$ cat src/rtl/serial_adder_n.sv
`timescale 1ns/1ps
`default_nettype none
// ============================================================================
//  Module   : serial_adder_n
//  Purpose  : Bit-serial two's-complement adder/subtractor. Processes one bit
//             per clock, LSB first, over WIDTH cycles. Results are registered
//             and held until the next operation completes.
//  Revision : 1.0  initial release
// ----------------------------------------------------------------------------
//  Parameters
//    WIDTH    operand/result width in bits (legal range 2..32)
//  Ports
//    clk      rising-edge clock
//    rst_n    asynchronous active-low reset
//    start_i  request a new operation (ignored while busy)
//    a_i      first operand, captured on accepted start
//    b_i      second operand, captured on accepted start
//    cin_i    carry-in for add mode (ignored when subtracting)
//    sub_i    0 = a+b+cin, 1 = a-b
//    s_o      registered result
//    cout_o   final carry-out (subtract: 1 = no borrow)
//    ovf_o    signed overflow flag
//    busy_o   high while bits are being processed
//    done_o   one-cycle pulse when s_o/cout_o/ovf_o update
//  Configuration
//    SERIAL_ADDER_OVF_EN  when defined, ovf_o reports signed overflow;
//                         otherwise ovf_o is tied low.
// ============================================================================
module serial_adder_n #(
    parameter int WIDTH = 8
) (
    input  logic             clk,
    input  logic             rst_n,
    input  logic             start_i,
    input  logic [WIDTH-1:0] a_i,
    input  logic [WIDTH-1:0] b_i,
    input  logic             cin_i,
    input  logic             sub_i,
    output logic [WIDTH-1:0] s_o,
    output logic             cout_o,
    output logic             ovf_o,
    output logic             busy_o,
    output logic             done_o
);

    localparam int                CNT_W      = $clog2(WIDTH + 1);
    localparam logic [CNT_W-1:0]  C_LAST_BIT = CNT_W'(WIDTH - 1);
    localparam logic [CNT_W-1:0]  C_CNT_ONE  = CNT_W'(1);

    typedef enum logic [1:0] {
        ST_IDLE = 2'd0,
        ST_RUN  = 2'd1,
        ST_DONE = 2'd2
    } state_t;

    state_t             state_q;
    logic [WIDTH-1:0]   a_sh_q;
    logic [WIDTH-1:0]   b_sh_q;
    logic [WIDTH-1:0]   res_q;
    logic               carry_q;
    logic [CNT_W-1:0]   cnt_q;
    logic [WIDTH-1:0]   s_q;
    logic               cout_q;
    logic               busy_q;
    logic               done_q;

    // Full-adder slice evaluated on the current LSBs each RUN cycle
    logic               sum_d;
    logic               carry_d;
    logic [WIDTH-1:0]   res_d;

    always_comb begin
        sum_d   = a_sh_q[0] ^ b_sh_q[0] ^ carry_q;
        carry_d = (a_sh_q[0] & b_sh_q[0]) | (carry_q & (a_sh_q[0] ^ b_sh_q[0]));
        // Result bits enter at the MSB so after WIDTH shifts bit 0 sits at LSB
        res_d   = {sum_d, res_q[WIDTH-1:1]};
    end

`ifdef SERIAL_ADDER_OVF_EN
    logic               ovf_q;
`endif

    always_ff @(posedge clk or negedge rst_n) begin
        if (!rst_n) begin
            state_q <= ST_IDLE;
            a_sh_q  <= '0;
            b_sh_q  <= '0;
            res_q   <= '0;
            carry_q <= 1'b0;
            cnt_q   <= '0;
            s_q     <= '0;
            cout_q  <= 1'b0;
            busy_q  <= 1'b0;
            done_q  <= 1'b0;
`ifdef SERIAL_ADDER_OVF_EN
            ovf_q   <= 1'b0;
`endif
        end else begin
            done_q <= 1'b0;
            case (state_q)
                ST_IDLE, ST_DONE: begin
                    if (start_i) begin
                        // Subtraction is a + ~b + 1, so cin is replaced by 1
                        a_sh_q  <= a_i;
                        b_sh_q  <= sub_i ? ~b_i : b_i;
                        carry_q <= sub_i ? 1'b1 : cin_i;
                        res_q   <= '0;
                        cnt_q   <= '0;
                        busy_q  <= 1'b1;
                        state_q <= ST_RUN;
                    end else begin
                        state_q <= ST_IDLE;
                    end
                end
                ST_RUN: begin
                    // start_i is deliberately not looked at here
                    a_sh_q  <= a_sh_q >> 1;
                    b_sh_q  <= b_sh_q >> 1;
                    carry_q <= carry_d;
                    res_q   <= res_d;
                    cnt_q   <= cnt_q + C_CNT_ONE;
                    if (cnt_q == C_LAST_BIT) begin
                        s_q     <= res_d;
                        cout_q  <= carry_d;
`ifdef SERIAL_ADDER_OVF_EN
                        // On the MSB slice carry_q is the carry into the MSB
                        ovf_q   <= carry_q ^ carry_d;
`endif
                        busy_q  <= 1'b0;
                        done_q  <= 1'b1;
                        state_q <= ST_DONE;
                    end
                end
                default: begin
                    busy_q  <= 1'b0;
                    state_q <= ST_IDLE;
                end
            endcase
        end
    end

    assign s_o    = s_q;
    assign cout_o = cout_q;
    assign busy_o = busy_q;
    assign done_o = done_q;
`ifdef SERIAL_ADDER_OVF_EN
    assign ovf_o  = ovf_q;
`else
    assign ovf_o  = 1'b0;
`endif

endmodule
`default_nettype wire

$ cat config.mk
export PLATFORM = sky130hd
export DESIGN_NAME = serial_adder_n
export DESIGN_NICKNAME = d
export VERILOG_FILES = /design/src/rtl/serial_adder_n.sv
export SDC_FILE = /design/constraint.sdc
export NUM_CORES = 1
export LEC_CHECK = 0
export CORE_ASPECT_RATIO = 1.1
export CORE_UTILIZATION = 55
export CTS_CLUSTER_SIZE = 16
export DETAILED_ROUTE_END_ITERATION = 8
export PLACE_DENSITY_LB_ADDON = 0.1
export SYNTH_ARGS = -nofsm -noshare
export SYNTH_HDL_FRONTEND = slang
export SYNTH_SLANG_ARGS = --single-unit
$ cat constraint.sdc
create_clock -name clk -period 2.3 [get_ports clk]
set_input_delay 0.46 -clock clk [delete_from_list [all_inputs] [get_ports clk]]
set_output_delay 0.46 -clock clk [all_outputs]
set_load 0.005 [all_outputs]
==> report_table.html <==
<table>
<tr><th>Metric</th><th>Value</th></tr>
<tr><th colspan="2">Detailed routing</th></tr>
<tr><td>Drc violations</td><td>0</td></tr>
<tr><td>Detailed-route wire length per cell</td><td>14.9 um</td></tr>
<tr><td>Number of DRC markers after the initial detailed-route iteration</td><td>43</td></tr>
<tr><td>Via density</td><td>5.80</td></tr>
<tr><td>Total detailed-routing wirelength</td><td>2920 um</td></tr>
<tr><td>Number of detailed-route iterations in the first pass</td><td>4</td></tr>
<tr><td>Via total after detailed routing</td><td>1137</td></tr>
<tr><td>Antenna violation net count after detailed routing</td><td>0</td></tr>
<tr><th colspan="2">Global routing</th></tr>
<tr><td>Pin count of the biggest net entering global routing</td><td>42</td></tr>
<tr><td>Aggregate global-route resource usage</td><td>19.0%</td></tr>
<tr><td>Overflow left after global routing</td><td>0</td></tr>
<tr><td>Global-route wire length before repair</td><td>4860 um</td></tr>
<tr><td>Vias in the first global route</td><td>1089</td></tr>
<tr><td>Antenna violations before repair</td><td>0</td></tr>
<tr><th colspan="2">Logic synthesis</th></tr>
<tr><td>Cell area after synthesis</td><td>0.00176 mm2</td></tr>
<tr><td>Average cell area after synthesis</td><td>13.3 um2</td></tr>
<tr><td>Number of synthesized register bits</td><td>41</td></tr>
<tr><td>Yosys cell types</td><td>26</td></tr>
<tr><td>Synth Instances</td><td>132</td></tr>
<tr><td>Post-synthesis sequential area ratio</td><td>58.4%</td></tr>
<tr><td>Yosys warns</td><td>0</td></tr>
<tr><td>Post-Synthesis Net Count</td><td>155</td></tr>
<tr><th colspan="2">Layout</th></tr>
<tr><td>Core occupancy in the finished layout</td><td>69.4%</td></tr>
<tr><td>Number of filler cells placed in the layout</td><td>245</td></tr>
<tr><td>Total Nets Final</td><td>185</td></tr>
<tr><td>Most frequent standard cell in the layout excluding fill and tap cells</td><td>sky130_fd_sc_hd__dfrtp_1</td></tr>
<tr><td>Antenna cells</td><td>0</td></tr>
<tr><td>Top library cells by usage in the layout, fill and taps aside</td><td>sky130_fd_sc_hd__dfrtp_1, sky130_fd_sc_hd__clkdlybuf4s50_1, sky130_fd_sc_hd__a22o_1</td></tr>
<tr><td>Layout area overhead</td><td>20.3%</td></tr>
<tr><td>Register area</td><td>0.00103 mm2</td></tr>
<tr><td>Total area of multi-input combinational cells</td><td>671 um2</td></tr>
<tr><td>Proportion of layout cells with a drive suffix above 1</td><td>12.3%</td></tr>
<tr><td>Post-layout instance count excluding filler cells</td><td>196</td></tr>
<tr><td>Post-route standard cell area excluding fillers</td><td>0.00211 mm2</td></tr>
<tr><th colspan="2">Timing</th></tr>
<tr><td>Unrepaired setup endpoints after global routing</td><td>false</td></tr>
<tr><td>Setup WS post-layout</td><td>0.622 ns</td></tr>
<tr><td>Number of max-slew violations in the final report</td><td>0</td></tr>
<tr><td>Relative slew margins</td><td>43.1%</td></tr>
<tr><td>Measured slew at the worst slew-check pin</td><td>0.853 ns</td></tr>
<tr><td>Post-layout minimum cycle time</td><td>1.68 ns</td></tr>
<tr><td>Post-Route Setup TNS</td><td>0 ns</td></tr>
<tr><td>Clock skew after layout</td><td>0.00748 ns</td></tr>
<tr><td>Final Hold Slack</td><td>0.220 ns</td></tr>
<tr><td>Highest attainable clock frequency</td><td>596 MHz</td></tr>
<tr><td>Setup violations, final</td><td>0</td></tr>
<tr><td>Final Hold Fails</td><td>0</td></tr>
<tr><td>Share of the clock period used by the worst path</td><td>73.0%</td></tr>
<tr><th colspan="2">Clocking</th></tr>
<tr><td>Depth of the CTS H-tree</td><td>2</td></tr>
<tr><td>Clock tree from TritonCTS</td><td>done</td></tr>
<tr><td>Clk buf depth</td><td>2</td></tr>
<tr><td>Clk sink count</td><td>41</td></tr>
<tr><td>Post CTS Setup Buffer Count</td><td>0</td></tr>
<tr><td>Number of CTS-inserted buffers</td><td>5</td></tr>
<tr><td>CTS Root Buffer Type</td><td>sky130_fd_sc_hd__clkbuf_4</td></tr>
<tr><td>Clock latency at the later pin of the worst-skew pair</td><td>0.34 ns</td></tr>
<tr><td>CTS clock-pin slew for the worst setup and hold paths</td><td>0.11 ns</td></tr>
<tr><td>Number of hold buffers added after cts</td><td>0</td></tr>
<tr><td>Cts repair resizes</td><td>0</td></tr>
<tr><th colspan="2">Critical path</th></tr>
<tr><td>CP Data Arrival Time</td><td>1.22 ns</td></tr>
<tr><td>CP Cell Sequence</td><td>clkdlybuf4s50_1</td></tr>
<tr><td>Top delay family on crit path</td><td>buffers and inverters</td></tr>
<tr><td>Crit Path Class</td><td>reg2out</td></tr>
<tr><td>Reg-to-reg startpoint</td><td>cnt_q[0]</td></tr>
<tr><td>CP endpoint kind</td><td>primary output</td></tr>
<tr><td>Crit path launch type</td><td>flop</td></tr>
<tr><td>CP required</td><td>1.84 ns</td></tr>
<tr><td>Beginning of the critical path</td><td>busy_o</td></tr>
<tr><td>Slowest stage delay, CP</td><td>0.50 ns</td></tr>
<tr><td>Maximum fanout encountered on the critical timing path</td><td>3</td></tr>
<tr><td>Cell with the largest stage delay on the worst path</td><td>sky130_fd_sc_hd__clkdlybuf4s50_1</td></tr>
<tr><td>Critical path buffers and inverters</td><td>1</td></tr>
<tr><th colspan="2">Floorplanning</th></tr>
<tr><td>Number of rows created at floorplan</td><td>21</td></tr>
<tr><td>Width of the die</td><td>55.9 um</td></tr>
<tr><td>Core Box Area</td><td>0.00305 mm2</td></tr>
<tr><td>Die Height</td><td>61.3 um</td></tr>
<tr><td>Die footprint</td><td>0.00343 mm2</td></tr>
<tr><td>Boundary Pins</td><td>33</td></tr>
<tr><td>Initial Utilization</td><td>57.7%</td></tr>
<tr><th colspan="2">Placement</th></tr>
<tr><td>Cell area reported after detailed placement</td><td>0.00206 mm2</td></tr>
<tr><td>RePlAce Congestion</td><td>0.821</td></tr>
<tr><td>PortBufs</td><td>31</td></tr>
<tr><td>Final HPWL from detailed placement</td><td>2010 um</td></tr>
<tr><td>Worst slack after detailed placement</td><td>0.393 ns</td></tr>
<tr><td>Placed insts</td><td>189</td></tr>
<tr><th colspan="2">Run status</th></tr>
<tr><td>Outcome</td><td>finished, final reports clean</td></tr>
<tr><th colspan="2">Power and ir drop</th></tr>
<tr><td>Cell area power density</td><td>1240 mW/mm2</td></tr>
<tr><td>Power Total</td><td>2.63 mW</td></tr>
<tr><td>Pleak</td><td>1.00 nW</td></tr>
<tr><td>Largest vdd supply drop</td><td>1.06 mV</td></tr>
<tr><th colspan="2">Min path</th></tr>
<tr><td>Class of the tightest hold or removal check</td><td>in2async</td></tr>
<tr><th colspan="2">Job</th></tr>
<tr><td>Number of max-cap violations</td><td>0</td></tr>
</table>
-- logic make-up (layout without fill, tap and decap cells) --
group	count (synthesis)	count (layout)	synth area share (%)
mux	11	11	6.90
flops	41	41	58.4
buf+inv	10	40	3.49
other cells	1	1	0.213
simple gates	24	24	7.90
xor+xnor	9	9	4.48
compound gates	34	34	16.8
fa+ha+maj	2	2	1.85
-- state kept, by name (all words and copies together) (netlist names) --
signal and count:
s_o 8, a_sh_q 8, cout_o 1, carry_q 1, done_o 1, state_q 2
b_sh_q 8, res_q 7, cnt_q 4, busy_o 1
-- final timing paths --
check                       endpoint  slack (ns)  cells past startpoint
setup / recovery              busy_o        0.62                      1
hold / removal             a_sh_q[6]        0.22                      1
setup reg to reg              s_o[1]        0.62                      3
hold reg to reg            a_sh_q[1]        0.49                      1
max in group asynchronous     s_o[2]        1.54                      1
min in group clk           a_sh_q[1]        0.49                      1
-- power by group --
| group | switching, mW | leakage [nW] | internal, mW | total [mW] |
|---|---|---|---|---|
| Clock | 0.206 | 0.0314 | 0.144 | 0.350 |
| Combinational | 0.427 | 0.449 | 0.613 | 1.04 |
| Sequential | 0.207 | 0.521 | 1.03 | 1.24 |
-- cell type report --
class	count	area share [%]
repair buffers	33	15.1
flip-flops and latches	41	48.5
well taps	34	2.01
clock buffers	7	2.60
multi-input cells	81	31.7
-- routing by layer --
metal | GRT usage (%) | share of wire, % | up-vias
li1 | - | - | 537
met1 | 23.6 | 45 | 560
met2 | 31.5 | 49 | 34
met3 | 5.04 | 4.8 | 6
met4 | 10.1 | 1.8 | 0
met5 | 0 | 0 | -
-- Yosys cell counts, drive strengths merged --
master / n / share of area (%)
conb: 1 / 0.21
mux2: 9 / 5.8
and2b: 1 / 0.43
o21ai: 1 / 0.28
a21o: 7 / 3.0
nand4: 1 / 0.36
fa: 1 / 1.1
nand3b: 2 / 0.85
and4b: 2 / 1.1
nand2: 3 / 0.64
xor2: 1 / 0.50
clkbuf: 1 / 0.28
nand2b: 1 / 0.36
xnor2: 8 / 4.0
ha: 1 / 0.71
dfrtp: 41 / 58
buf: 9 / 3.2
a221o: 8 / 4.6
mux2i: 2 / 1.1
a22o: 18 / 9.0
nor2: 12 / 3.0
nor2b: 2 / 1.1
Power figures use the tool's default switching activity.
